### config.mk
export PLATFORM = sky130hd
export DESIGN_NAME = dtm_dmi_regs
export DESIGN_NICKNAME = d
export VERILOG_FILES = /design/src/rtl/dtm_pkg.sv /design/src/rtl/dtm_shift_reg.sv /design/src/rtl/dtm_dmi_regs.sv
export SDC_FILE = /design/constraint.sdc
export NUM_CORES = 1
export LEC_CHECK = 0
export BUFFER_PORTS_ARGS = -buffer_cell sky130_fd_sc_hd__buf_2
export CELL_PAD_IN_SITES_DETAIL_PLACEMENT = 1
export CELL_PAD_IN_SITES_GLOBAL_PLACEMENT = 2
export CORE_MARGIN = 3
export CORE_UTILIZATION = 40
export CTS_CLUSTER_SIZE = 30
export DETAILED_ROUTE_END_ITERATION = 16
export GPL_TIMING_DRIVEN = 0
export PLACE_DENSITY = 0.88
export SLEW_MARGIN = 20
export SYNTH_ARGS = -nofsm -noshare
export SYNTH_HDL_FRONTEND = slang
export SYNTH_HIERARCHICAL = 1
export SYNTH_SLANG_ARGS = --single-unit
### constraint.sdc
create_clock -name tck_i -period 5.6 [get_ports tck_i]
set_clock_uncertainty 0.2 [all_clocks]
set_input_delay 1.12 -clock tck_i [delete_from_list [all_inputs] [get_ports tck_i]]
set_output_delay 1.12 -clock tck_i [all_outputs]
set_load 0.02 [all_outputs]
### src/rtl/dtm_pkg.sv
// Shared types and constants for the JTAG DTM register block (dtmcs/dmi layouts, FSM states, error codes).
package dtm_pkg;

  localparam int unsigned ABITS   = 7;
  localparam int unsigned DATA_W  = 32;
  localparam int unsigned OP_W    = 2;
  localparam int unsigned DTMCS_W = 32;
  localparam int unsigned DMI_W   = ABITS + DATA_W + OP_W;

  typedef enum logic [1:0] {
    OP_NOP      = 2'd0,
    OP_READ     = 2'd1,
    OP_WRITE    = 2'd2,
    OP_RESERVED = 2'd3
  } dtm_op_e;

  typedef enum logic [2:0] {
    ST_IDLE       = 3'd0,
    ST_READ       = 3'd1,
    ST_WAIT_READ  = 3'd2,
    ST_WRITE      = 3'd3,
    ST_WAIT_WRITE = 3'd4
  } dtm_state_e;

  localparam logic [1:0] ERR_NONE   = 2'd0;
  localparam logic [1:0] ERR_FAILED = 2'd2;
  localparam logic [1:0] ERR_BUSY   = 2'd3;

  typedef struct packed {
    logic [13:0] zero_hi;
    logic        dmihardreset;
    logic        dmireset;
    logic        zero_15;
    logic [2:0]  idle;
    logic [1:0]  dmistat;
    logic [5:0]  abits;
    logic [3:0]  version;
  } dtmcs_t;

  typedef struct packed {
    logic [ABITS-1:0]  address;
    logic [DATA_W-1:0] data;
    dtm_op_e           op;
  } dmi_t;

  // Read-back value of dtmcs; the reset request bits always read as zero.
  function automatic dtmcs_t dtmcs_value(input logic [2:0] idle, input logic [3:0] version,
                                         input logic [1:0] err);
    dtmcs_t v;
    v         = '0;
    v.version = version;
    v.abits   = 6'(ABITS);
    v.dmistat = err;
    v.idle    = idle;
    return v;
  endfunction

endpackage

### src/rtl/dtm_shift_reg.sv
// Generic TAP data shift register: clear, parallel capture, right shift with tdi into the MSB.
module dtm_shift_reg #(
  parameter int unsigned Width = 32
) (
  input  logic             clk,
  input  logic             rst,
  input  logic             clear,
  input  logic             capture,
  input  logic             shift,
  input  logic             tdi,
  input  logic [Width-1:0] capture_data,
  output logic [Width-1:0] q,
  output logic             tdo
);

  always_ff @(posedge clk or posedge rst) begin
    if (rst) begin
      q <= '0;
    end else if (clear) begin
      q <= '0;
    end else if (capture) begin
      q <= capture_data;
    end else if (shift) begin
      q <= {tdi, q[Width-1:1]};
    end
  end

  assign tdo = q[0];

endmodule

### src/rtl/dtm_dmi_regs.sv
// DTM dtmcs/dmi scan registers plus the DMI request/response handshake FSM.
// Optional build macro DTM_HARDRESET_EN: dtmcs.dmihardreset performs the full DMI clear.
module dtm_dmi_regs
  import dtm_pkg::*;
#(
  parameter logic [2:0] IdleHint   = 3'd1,
  parameter logic [3:0] DmiVersion = 4'd1
) (
  input  logic              tck_i,
  input  logic              trst_i,
  input  logic              dmi_clear_i,
  input  logic              capture_i,
  input  logic              shift_i,
  input  logic              update_i,
  input  logic              tdi_i,
  input  logic              dtmcs_select_i,
  input  logic              dmi_select_i,
  output logic              dtmcs_tdo_o,
  output logic              dmi_tdo_o,
  output logic              dmi_req_valid_o,
  output logic [ABITS-1:0]  dmi_req_addr_o,
  output logic [DATA_W-1:0] dmi_req_data_o,
  output logic [OP_W-1:0]   dmi_req_op_o,
  input  logic              dmi_req_ready_i,
  input  logic              dmi_resp_valid_i,
  input  logic [DATA_W-1:0] dmi_resp_data_i,
  input  logic [OP_W-1:0]   dmi_resp_resp_i,
  output logic              dmi_resp_ready_o
);

  dtm_state_e         state_q, state_d;
  logic [1:0]         err_q, err_d;
  logic [ABITS-1:0]   last_addr_q, last_addr_d;
  logic [DATA_W-1:0]  last_rdata_q, last_rdata_d;
  logic [DATA_W-1:0]  wdata_q, wdata_d;
  logic               req_valid_q, req_valid_d;
  dtm_op_e            req_op_q, req_op_d;
  logic               resp_ready_q, resp_ready_d;

  logic [DTMCS_W-1:0] dtmcs_q, dtmcs_capture;
  logic [DMI_W-1:0]   dmi_q, dmi_capture;
  dtmcs_t             dtmcs_in;
  dmi_t               dmi_in;
  logic               dtmcs_upd, dmi_upd, hard_clear, clear_all;
  logic               unused_dtmcs;

  assign dtmcs_in  = dtmcs_t'(dtmcs_q);
  assign dmi_in    = dmi_t'(dmi_q);
  assign dtmcs_upd = update_i & dtmcs_select_i;
  assign dmi_upd   = update_i & dmi_select_i;

`ifdef DTM_HARDRESET_EN
  assign hard_clear = dtmcs_upd & dtmcs_in.dmihardreset;
`else
  assign hard_clear = 1'b0;
`endif

  assign clear_all = dmi_clear_i | hard_clear;

  // Only the reset request bits of a written dtmcs value have any effect.
  assign unused_dtmcs = ^{dtmcs_in.zero_hi, dtmcs_in.dmihardreset, dtmcs_in.zero_15,
                          dtmcs_in.idle, dtmcs_in.dmistat, dtmcs_in.abits, dtmcs_in.version};

  // A capture while a transaction is in flight reports busy in the op field.
  assign dtmcs_capture = DTMCS_W'(dtmcs_value(IdleHint, DmiVersion, err_q));
  assign dmi_capture   = {last_addr_q, last_rdata_q, (state_q == ST_IDLE) ? err_q : ERR_BUSY};

  dtm_shift_reg #(.Width(DTMCS_W)) u_dtmcs_sr (
    .clk          (tck_i),
    .rst          (trst_i),
    .clear        (clear_all),
    .capture      (capture_i & dtmcs_select_i),
    .shift        (shift_i & dtmcs_select_i),
    .tdi          (tdi_i),
    .capture_data (dtmcs_capture),
    .q            (dtmcs_q),
    .tdo          (dtmcs_tdo_o)
  );

  dtm_shift_reg #(.Width(DMI_W)) u_dmi_sr (
    .clk          (tck_i),
    .rst          (trst_i),
    .clear        (clear_all),
    .capture      (capture_i & dmi_select_i),
    .shift        (shift_i & dmi_select_i),
    .tdi          (tdi_i),
    .capture_data (dmi_capture),
    .q            (dmi_q),
    .tdo          (dmi_tdo_o)
  );

  // Next state: bus handshake first, then scan updates, then clear (later assignments win).
  always_comb begin
    state_d      = state_q;
    err_d        = err_q;
    last_addr_d  = last_addr_q;
    last_rdata_d = last_rdata_q;
    wdata_d      = wdata_q;
    req_valid_d  = 1'b0;
    req_op_d     = OP_NOP;
    resp_ready_d = 1'b0;

    case (state_q)
      ST_IDLE: ;
      ST_READ: begin
        if (dmi_req_ready_i) state_d = ST_WAIT_READ;
      end
      ST_WRITE: begin
        if (dmi_req_ready_i) state_d = ST_WAIT_WRITE;
      end
      ST_WAIT_READ: begin
        if (dmi_resp_valid_i) begin
          state_d      = ST_IDLE;
          last_rdata_d = dmi_resp_data_i;
          if ((dmi_resp_resp_i != 2'd0) && (err_q != ERR_BUSY)) err_d = ERR_FAILED;
        end
      end
      ST_WAIT_WRITE: begin
        if (dmi_resp_valid_i) begin
          state_d = ST_IDLE;
          if ((dmi_resp_resp_i != 2'd0) && (err_q != ERR_BUSY)) err_d = ERR_FAILED;
        end
      end
      default: state_d = ST_IDLE;
    endcase

    if (dmi_upd) begin
      if (state_q != ST_IDLE) begin
        err_d = ERR_BUSY;
      end else if (err_q == ERR_NONE) begin
        last_addr_d = dmi_in.address;
        wdata_d     = dmi_in.data;
        if (dmi_in.op == OP_READ) begin
          state_d = ST_READ;
        end else if (dmi_in.op == OP_WRITE) begin
          state_d = ST_WRITE;
        end
      end
    end

    if (dtmcs_upd && dtmcs_in.dmireset) err_d = ERR_NONE;

    if (clear_all) begin
      state_d      = ST_IDLE;
      err_d        = ERR_NONE;
      last_addr_d  = '0;
      last_rdata_d = '0;
    end

    // Handshake outputs are registered copies of the next-state decode.
    case (state_d)
      ST_READ: begin
        req_valid_d = 1'b1;
        req_op_d    = OP_READ;
      end
      ST_WRITE: begin
        req_valid_d = 1'b1;
        req_op_d    = OP_WRITE;
      end
      ST_WAIT_READ, ST_WAIT_WRITE: resp_ready_d = 1'b1;
      default: ;
    endcase
  end

  always_ff @(posedge tck_i or posedge trst_i) begin
    if (trst_i) begin
      state_q      <= ST_IDLE;
      err_q        <= ERR_NONE;
      last_addr_q  <= '0;
      last_rdata_q <= '0;
      wdata_q      <= '0;
      req_valid_q  <= 1'b0;
      req_op_q     <= OP_NOP;
      resp_ready_q <= 1'b0;
    end else begin
      state_q      <= state_d;
      err_q        <= err_d;
      last_addr_q  <= last_addr_d;
      last_rdata_q <= last_rdata_d;
      wdata_q      <= wdata_d;
      req_valid_q  <= req_valid_d;
      req_op_q     <= req_op_d;
      resp_ready_q <= resp_ready_d;
    end
  end

  assign dmi_req_valid_o  = req_valid_q;
  assign dmi_req_addr_o   = last_addr_q;
  assign dmi_req_data_o   = wdata_q;
  assign dmi_req_op_o     = OP_W'(req_op_q);
  assign dmi_resp_ready_o = resp_ready_q;

endmodule

Word-level counts from Yosys, hierarchy flattened

Index checks and enable logic that the tools add are counted.

Word-level logic and storage cells: 81
Register bits: 153

Reduce and logical (&&, ||, !) cells: 18
Mux-type cells: 34
Equal/unequal tests: 12
Bitwise operators: 7

Operators by type and width:

| kind               | count |
|---|---|
| $mux 32            | 6 |
| $mux 41            | 3 |
| $mux 7             | 4 |
| $mux 3             | 9 |
| $mux 2             | 8 |
| $eq 3x2->1 const B | 4 |
| $pmux 3 s4         | 1 |
| $reduce_bool 2->1  | 5 |
| $reduce_bool 3->1  | 3 |
| $and 1x1->1        | 6 |
| $eq 3x1->1 const B | 2 |
| $eq 3x3->1 const B | 2 |
| $reduce_and 3->1   | 2 |
| $reduce_or 2->1    | 3 |
| $ne 2x2->1 const B | 2 |
| $pmux 2 s2         | 1 |
| $logic_not 3->1    | 1 |
| $eq 2x1->1 const B | 1 |
| $eq 2x2->1 const B | 1 |
| $logic_and 1x1->1  | 2 |
| $logic_not 2->1    | 1 |
| $mux 1             | 2 |
| $reduce_and 2->1   | 1 |
| $not 1->1          | 1 |

Logic depth before layout (Yosys ltp)

Depth after elaboration: 12
Gate-level depth with buffers: 7

By module

The synthesis kept the hierarchy.

Modules (own cells, without submodules):

| module                      | times used | area an instance (µm²) | cells each | seq. area each (µm²) |
|---|---|---|---|---|
| dtm_dmi_regs                | 1          | 3254.4                 | 362        | 2001.9 |
| dtm_shift_reg at u_dmi_sr   | 1          | 2172.1                 | 185        | 1026.0 |
| dtm_shift_reg at u_dtmcs_sr | 1          | 1681.6                 | 144        | 800.8 |

Least setup slack after synthesis

No wires, ideal clock.

Path type: input-to-reg
Start: in dmi_select_i
End: reg resp_ready_q, in the netlist dmi_resp_ready_o
Arrival time: 2.194 ns
Setup slack: 3.095 ns
Path buffers: 1
Cell stages on the path: 5
Library setup time: 0.111 ns
Data required time: 5.289 ns
Cells stage by stage: nand2_1 > or3_1 > clkbuf_1 > o32a_1 > a2111oi_2

Cells in the longest elaborated chain, start to end: 6
Elaborated cells between the ends (all ways): 7

Ends and longest elaborated chain:

| what                                            | RTL line            | RTL |
|---|---|---|
| start, declared                                 | dtm_dmi_regs.sv:17  | `input logic dmi_select_i,` |
| $and 1x1->1 (*)                                 | dtm_dmi_regs.sv:50  | `assign dmi_upd = update_i & dmi_select_i;` |
| $mux 3 (*)                                      | dtm_dmi_regs.sv:127 | `if (dmi_upd) begin` |
| $mux 3 (*)                                      | dtm_dmi_regs.sv:143 | `if (clear_all) begin` |
| $eq 3x2->1 / $eq 3x3->1 (equally long branches) | dtm_dmi_regs.sv:151 | `case (state_d)` |
| $reduce_or 2->1 (*)                             | dtm_dmi_regs.sv:151 |  |
| $mux 1 (*)                                      | dtm_dmi_regs.sv:151 |  |
| named net resp_ready_d                          | dtm_dmi_regs.sv:38  | `logic resp_ready_q, resp_ready_d;` |
| end signal, assigned                            | dtm_dmi_regs.sv:183 | `resp_ready_q <= resp_ready_d;` |
| end, declared                                   | dtm_dmi_regs.sv:38  |  |

The timed path passes the listed nets; every way through them passes the cells marked *.
A chain may end at the register's enable or synchronous reset.

Worst setup path after layout

Start: reg state_q[0]
End: reg wdata_q[2], in the netlist dmi_req_data_o[2]

Cells in the longest elaborated chain, start to end: 3

Ends and longest elaborated chain:

| what                       | RTL line            | RTL |
|---|---|---|
| start, declared            | dtm_dmi_regs.sv:31  | `dtm_state_e state_q, state_d;` |
| start signal, assigned     | dtm_dmi_regs.sv:176 | `state_q <= state_d;` |
| $reduce_bool 3->1          | dtm_dmi_regs.sv:128 | `if (state_q != ST_IDLE) begin` |
| $not 1->1 (no line)        | -                   |  |
| $reduce_and 3->1 (no line) | -                   |  |
| end signal, assigned       | dtm_dmi_regs.sv:180 | `wdata_q <= wdata_d;` |
| end, declared              | dtm_dmi_regs.sv:35  | `logic [DATA_W-1:0] wdata_q, wdata_d;` |

No other way between the ends.

==> impl.org <==
** STA
- Transition time of the tightest slew-check pin :: 776 ps
- Setup total negative slack on the finished layout was measured at 0 ps.
- Final worst-path setup slack :: 2620 ps
- Across all hold checks on the routed design, the worst slack comes to 269 ps.
- Number of pins exceeding their max-slew limit in the final report :: 0
- Unrepaired setup endpoints after global routing :: no
- Post-route clock period utilization :: 53.3%
- Minimum period implied by the final worst setup slack :: 2980 ps
- The worst pin sits at a relative slew slack of 47.8%.
- Setup violations remaining at the end of the flow were counted as 0.
- Maximum operating frequency :: 335 MHz
- The final number of hold-violating endpoints was 0.

** Clocking
- Counting the buffers created by CTS gives 17.
- Max clock buf depth :: 2
- TritonCTS built the clock tree.
- Root Driver :: clkbuf_16
- Clock tree sinks :: 153
- Once the clock tree was built, the setup fixing pass inserted 0 buffers.
- In this run, post-CTS hold repair placed 0 buffers.
- The clock reaches the later pin of the worst-skew pair after 420 ps.
- After clock tree synthesis, the clock-pin slew on the worst setup and hold paths is 60 ps.
- H-tree lvl count :: 4
- In this run, post-CTS repair resized a total of 0 instances.

** Yosys
- In this run the cell area of the synthesized design comes to 7100 sq um.
- A synthesized cell averages 10.3 sq um.
- Count of warnings emitted by yosys :: 6
- Cell count after synthesis :: 690

** Pwr
- Cell Pwr Density :: 317 nW/um^2
- Switching power share of the total :: 25.9%
- The share of total power dissipated in combinational logic is 12.1%.
- The design draws 2.72 mW.
- The share of total power dissipated in sequential elements is 44.7%.
- Clock network fraction of total power :: 43.2%
- Across the VDD grid, the largest voltage drop is 0.000216 V.
- The analysis attributes to cell leakage a power of 4.03 nW.
- The analysis attributes to net switching a power of 0.705 mW.
- Internal power comes to 2.01 mW.

** Routing
- Detailed-route wire length per cell :: 17.4 um
- The first routing iteration left 189 violations.
- Pre-Repair DR Iteration Count :: 4
- Vias post-DR :: 5429
- Via density per instance :: 5.10
- Once detail routing completed, the nets flagged for antenna violations numbered 0.
- For this run, design rule violations remaining after detail routing come to 0.
- Wires add up to 18500 um.

** Critical path
- The worst setup path is launched from a flop.
- Register-to-register setup slack :: 2620 ps
- The signal on the critical path passes through or4_4, nor3_1, clkbuf_1, buf_1, nand2_1, nand2_1.
- Max incr delay on CP :: 590 ps
- Critical path required time :: 5760 ps
- Counting both buffers and inverters, the worst setup path holds a total of 2.
- Category of the critical setup timing path :: reg -> reg
- Max stage delay cell, worst path :: or4_4
- The cell family contributing the most delay on the critical path is simple AND/OR/NAND/NOR gates.
- Data arrives at the worst endpoint at 3140 ps.
- Capturing element type of the critical path :: flop
- Most frequent cell on the critical path :: nand2_1
- Maximum fanout encountered on the critical timing path :: 10

** GRT
- Aggregate global routing overflow :: 0
- The first global-routing pass estimated 30800 um of wire.
- GRT Total Usage :: 19.6%
- The via count of the first global-routing pass is 6038.
- The number of antenna violations at the first check in global routing came to 0.
- Entering global routing, the biggest net connects 47 pins.

** Floorplanning
- Starting utilization of the core area :: 40.9%
- 90 I/O pins were placed.
- After floorplanning, the core was sized to cover 17400 sq um.
- Die Width :: 139 um
- Number of standard-cell rows in the floorplan :: 48
- The die covers 19400 sq um.
- Vertical die dimension :: 139 um

** Place
- Global placement routability congestion :: 0.774
- Post-place setup slack :: 2350 ps
- Including well taps, the total number of placed cells is 1034.
- # port buffers :: 89
- Post-placement cell area :: 7980 sq um
- Detailed placer's ending HPWL :: 13100 um

** Layout
- Non-filler cells in the finished layout :: 1065
- Final Instance Area :: 8580 sq um
- Layout cell share with drive strength beyond 1 :: 18.0%
- Most used cells in the layout excluding fill and tap cells :: nand2_1, dfrtp_1, buf_2, nor2b_1, mux2i_1
- ANT cells :: 0
- Cells fill 49.4% of the core in the end.
- Area added between synthesis and finish :: 20.8%
- Leaving out fill and tap cells, the most frequent cell in the layout is nand2_1.
- In the final design database the tool counted 873 nets.

** Run
- Maximum capacitance violations :: 0

** Hold path
- The tightest min-delay check is of the reg -> reg type.

** Status
- Outcome :: completed
[power groups by stage]
stage	clock (mW)	sequential (mW)	combinational (mW)
after detailed placement	0	1.24	0.331
after global routing	1.25	1.22	0.365
after CTS	1.20	1.22	0.334
after global placement	0	1.23	0.314
final	1.18	1.22	0.329
after floorplan	0	1.26	0.186
[worst min-delay path, delay by kind of cell (launching register included)]
family           cells  cell delay, ps
DFF                  1             330
and+or+nand+nor      2             110
[layout make-up]
type                    instances  area [sq um]
clock inverters                12           150
multi-input cells             498          2970
repair buffers                 91           485
clock buffers                  19           453
flip-flops and latches        153          3830
inverters                       7          28.8
fillers                      1978          8780
well taps                     225           282
plain buffers                  60           385
[sequential cells by signal (all words and copies together), names as in the netlist, 2 cells and up]
register        cells
dmi_req_op_o        2
last_rdata_q       32
dmi_req_addr_o      7
u_dmi_sr/q         41
dmi_req_data_o     32
err_q               2
state_q             3
u_dtmcs_sr/q       32
[routing by layer]
| layer | global-route usage, % | vias to the layer above | part of all wire (%) |
|---|---|---|---|
| met5 | 0 | - | 0 |
| li1 | - | 2577 | - |
| met1 | 25.8 | 2748 | 46 |
| met2 | 33.0 | 84 | 49 |
| met4 | 6.28 | 0 | 1.4 |
| met3 | 3.64 | 20 | 2.8 |
[final timing paths]
kind                                   start                  to  depth (start not counted)
setup / recovery                  state_q[0]   dmi_req_data_o[2]                          6
hold / removal             dmi_req_data_o[3]   dmi_req_data_o[3]                          2
setup reg to reg                  state_q[0]   dmi_req_data_o[2]                          6
hold reg to reg            dmi_req_data_o[3]   dmi_req_data_o[3]                          2
max in group asynchronous             trst_i  dmi_req_data_o[26]                          3
min in group asynchronous             trst_i      u_dmi_sr/q[40]                          2
Power figures use the tool's default switching activity.
